==> src/rtl/reg_file.sv <==
// ---------------------------------------------------------------------------
// reg_file -- architectural integer register file for the CPU datapath.
//
// Two combinational read ports (rs/rt operands) and one write port that
// updates on the rising clock edge (writeback). With ZERO_REG=1, register 0
// always reads zero and ignores writes.
//
// Parameters
//   WIDTH     data width of each register
//   ADDR_W    address width; the file holds 2**ADDR_W registers
//   ZERO_REG  1: register 0 is hardwired to zero; 0: ordinary storage
//
// Ports
//   clk    in   1       system clock, rising-edge active
//   reset  in   1       synchronous, active-high; clears every register
//   we3    in   1       write enable, port 3
//   ra1    in   ADDR_W  read address, port 1
//   ra2    in   ADDR_W  read address, port 2
//   wa3    in   ADDR_W  write address, port 3
//   wd3    in   WIDTH   write data, port 3
//   rd1    out  WIDTH   read data, port 1 (combinational)
//   rd2    out  WIDTH   read data, port 2 (combinational)
//
// Build option
//   REGFILE_BYPASS_EN  when defined, a same-cycle write to the address being
//                      read is forwarded straight to the read port
//                      (write-first). When undefined, reads show the stored
//                      value, so the old value is seen until the edge.
// ---------------------------------------------------------------------------
module reg_file #(
  parameter int WIDTH    = 32,
  parameter int ADDR_W   = 5,
  parameter int ZERO_REG = 1
) (
  input  logic              clk,
  input  logic              reset,
  input  logic              we3,
  input  logic [ADDR_W-1:0] ra1,
  input  logic [ADDR_W-1:0] ra2,
  input  logic [ADDR_W-1:0] wa3,
  input  logic [WIDTH-1:0]  wd3,
  output logic [WIDTH-1:0]  rd1,
  output logic [WIDTH-1:0]  rd2
);

  localparam int DEPTH  = 2 ** ADDR_W;
  localparam bit ZeroEn = (ZERO_REG != 0);

  logic [WIDTH-1:0] mem_q [DEPTH];

  // A write to register 0 is dropped when it is hardwired.
  logic wr_en;
  assign wr_en = we3 && !(ZeroEn && (wa3 == '0));

  // Reset has priority over a write on the same edge.
  always_ff @(posedge clk) begin
    if (reset) begin
      for (int i = 0; i < DEPTH; i++) begin
        mem_q[i] <= '0;
      end
    end else if (wr_en) begin
      mem_q[wa3] <= wd3;
    end
  end

`ifdef REGFILE_BYPASS_EN
  // Forwarding only applies when the write will actually land this edge.
  logic fwd_ok;
  assign fwd_ok = wr_en && !reset;

  always_comb begin
    rd1 = mem_q[ra1];
    if (fwd_ok && (wa3 == ra1)) rd1 = wd3;
    if (ZeroEn && (ra1 == '0))  rd1 = '0;
  end

  always_comb begin
    rd2 = mem_q[ra2];
    if (fwd_ok && (wa3 == ra2)) rd2 = wd3;
    if (ZeroEn && (ra2 == '0))  rd2 = '0;
  end
`else
  always_comb begin
    rd1 = mem_q[ra1];
    if (ZeroEn && (ra1 == '0)) rd1 = '0;
  end

  always_comb begin
    rd2 = mem_q[ra2];
    if (ZeroEn && (ra2 == '0)) rd2 = '0;
  end
`endif

endmodule

==> config.mk <==
export PLATFORM = sky130hd
export DESIGN_NAME = reg_file
export DESIGN_NICKNAME = d
export VERILOG_FILES = /design/src/rtl/reg_file.sv
export SDC_FILE = /design/constraint.sdc
export NUM_CORES = 2
export LEC_CHECK = 0
export BUFFER_PORTS_ARGS = -buffer_cell sky130_fd_sc_hd__buf_2
export CORE_UTILIZATION = 40
export CTS_CLUSTER_SIZE = 40
export DETAILED_ROUTE_END_ITERATION = 10
export GPL_TIMING_DRIVEN = 0
export PLACE_DENSITY = 0.54
export SLEW_MARGIN = 15
export SYNTH_ARGS = -nofsm -noshare
export SYNTH_HDL_FRONTEND = slang
export SYNTH_SLANG_ARGS = --single-unit
==> constraint.sdc <==
create_clock -name clk -period 2.1 [get_ports clk]
set_input_delay 0.105 -clock clk [delete_from_list [all_inputs] [get_ports clk]]
set_output_delay 0.105 -clock clk [all_outputs]
set_load 0.02 [all_outputs]
==> flow_summary.json <==
{
  "status": "complete, but fails checks",
  "violations": "negative setup slack",
  "clk_path_buf_depth": 3,
  "p_per_area_mw_per_mm2": 820,
  "dr_wl_met2_um": 101000,
  "synth-seq-cells": 1024,
  "power_uw": 52900,
  "grt_pass1_wl_um": 309000,
  "hold_viol": 0,
  "drt_iter0_drc": 5582,
  "nets": 3890,
  "cts_tree": "built",
  "ir_drop_uv": 873,
  "path_cells": "buf_2 > buf_4 > clkbuf_2 > mux4_2 > a22o_4 > a2111oi_4 > nor3_4 > buf_6",
  "dieArea_mm2": 0.137,
  "maxCapViolCount": 0,
  "fin_tns_setup_ns": -54.14,
  "route.met3.wl_um": 27400,
  "max-slew-margin-rel": 0.136,
  "tightest_slew_ns": 1.30,
  "drive_gt1_frac": 0.318,
  "start_util": 0.405,
  "detail_route.vias_per_cell": 6.44,
  "fmax_mhz": 332,
  "cts_root_buf": "clkbuf_16",
  "cts_max_level": 3,
  "dp_hpwl_um": 154000,
  "rsz0062_at_grt": "yes",
  "critPathRequiredTime_ns": 2.00,
  "seq_area_frac_synth": 0.567,
  "overflow": 0,
  "ys.warnings.count": 0,
  "ys_types": 42,
  "holdWs_ns": 0.130,
  "synthesis.area_mm2": 0.0543,
  "grt_pass1_vias": 35600,
  "largest_register": "mem_q",
  "area.growth.synth_to_final_pct": 19.1,
  "row_count": 134,
  "synth_ff_type": "edfxtp_1",
  "worst_slack_ns": -0.913,
  "synth_cells": 3502,
  "path_buf_inv": 4,
  "io_pins": 114,
  "clk_pin_slew_ns": 0.06,
  "critPathLaunchType": "primary input",
  "fin_area_mm2": 0.0646,
  "largest_reg_flops": 1024,
  "drc": 0,
  "synth_edf_count": 1024,
  "vias": 36800,
  "grtUsageTotal": 0.337,
  "crit_path_max_incr_delay_ns": 0.65,
  "min_period_over_period": 1.43,
  "critPathSlowestCell": "clkbuf_2",
  "utilization": 0.482,
  "die-width_um": 370,
  "synth_area_per_cell_um2": 15.5,
  "core_mm2": 0.134,
  "final-setup-viol-count": 353,
  "portBuffers": 107,
  "first_pass_iters": 6,
  "p_leak_uw": 0.0221,
  "reg_top3": "mem_q: 1024 flops",
  "cts_num_sinks": 1024,
  "antenna_found_initial": 8,
  "crit_path_end_kind": "output pin",
  "fin_crit_ns": 3.01,
  "cp_top_family": "buffers and inverters",
  "holdCritPathClass": "in2reg",
  "crit_fanout": 10,
  "top_layer": "met5",
  "met1_length_um": 90200,
  "layout_common_cells": "1024 x edfxtp_1, 994 x and2_1, 472 x mux4_2",
  "maxSlewViolCount": 0,
  "grt_max_degree": 33,
  "crit_type": "in2out",
  "placed_cell_area_mm2": 0.0573,
  "antenna_left": 0,
  "final_common_cell": "edfxtp_1",
  "numCtsBuffers": 116,
  "drt-total-wl_um": 233000,
  "async_flop_share": 0,
  "gp_congestion": 0.913,
  "fp.dieH_um": 370,
  "wl_per_cell_um": 40.7,
  "arrival_ns": 2.91
}
==> final timing paths <==
check,from,to,slack (ns),depth (start not counted)
hold / removal,wa3[2],mem_q[4][31],0.13,4
setup / recovery,ra1[2],rd1[13],-0.91,8
==> metrics by stage <==
| stage | setup WS (ns) | cells |
|---|---|---|
| floorplan | 0.0313 | 3533 |
| global placement | -2.80 | 5408 |
| detailed placement | -2.34 | 5412 |
| CTS | -0.898 | 5683 |
| global route | -0.848 | 5704 |
| finish | -0.913 | 5712 |
==> cells by family after synthesis <==
kind of cell / Yosys count / synth area share
flip-flops: 1024 / 0.567
AND/OR/NAND/NOR: 1177 / 0.133
AO/OA/AOI/OAI: 259 / 0.0365
buffers and inverters: 389 / 0.0335
other: 1 / 0.0000691
multiplexers: 652 / 0.230
==> Yosys cell counts (6+ instances only) <==
library cell,count,area share
mux4_2,472,0.20
buf_4,39,0.0054
o22ai_1,103,0.012
mux2i_1,150,0.028
buf_6,22,0.0046
and2_1,995,0.11
or2_2,33,0.0038
a2111oi_1,41,0.0076
nor2_1,36,0.0025
mux2_2,30,0.0062
clkbuf_1,271,0.019
nor4_1,6,0.00069
a2111oi_0,14,0.0023
nor3_1,54,0.0050
a21oi_1,12,0.0011
a22oi_1,16,0.0022
edfxtp_1,1024,0.57
a211oi_1,7,0.00097
a22o_1,51,0.0082
buf_1,17,0.0012
nand2_1,7,0.00048
buf_2,38,0.0035
nor2b_1,14,0.0016
==> layer usage <==
layer / GRT usage / vias to the layer above
met4: 0.173 / 6
met5: 0 / -
met1: 0.458 / 19300
li1: - / 14300
met3: 0.0989 / 547
met2: 0.490 / 2570
==> repair_timing <==
item,4_1_cts,5_1_grt
pin swaps,109,52
hold buffers,32,0
endpoints found under the hold margin,42,0
gates cloned,6,0
gates resized for setup,517,98
setup buffers,24,22
endpoints found under the setup margin,627,226
==> tightest hold or removal path: cells and delay by family <==
| family | cells | cell delay [ns] |
|---|---|---|
| AND/OR/NAND/NOR | 3 | 0.46 |
| buffers and inverters | 1 | 0.15 |
==> cell type report <==
type / instances / area [um^2]
Sequential cell: 1024 / 30700
Buffer: 382 / 2190
Timing Repair Buffer: 188 / 1550
Antenna cell: 8 / 20.0
Clock buffer: 140 / 3060
Tap cell: 1768 / 2210
Inverter: 2 / 7.51
Fill cell: 11600 / 69400
Clock inverter: 74 / 672
Multi-Input combinational cell: 2126 / 24100
==> report_power, final <==
| group | switching (uW) | leakage, uW | internal [uW] |
|---|---|---|---|
| clock | 8920 | 0.00181 | 11700 |
| combinational | 4900 | 0.0105 | 3160 |
| sequential | 594 | 0.00975 | 23600 |
Note: power is estimated with default switching activity, not from simulation.
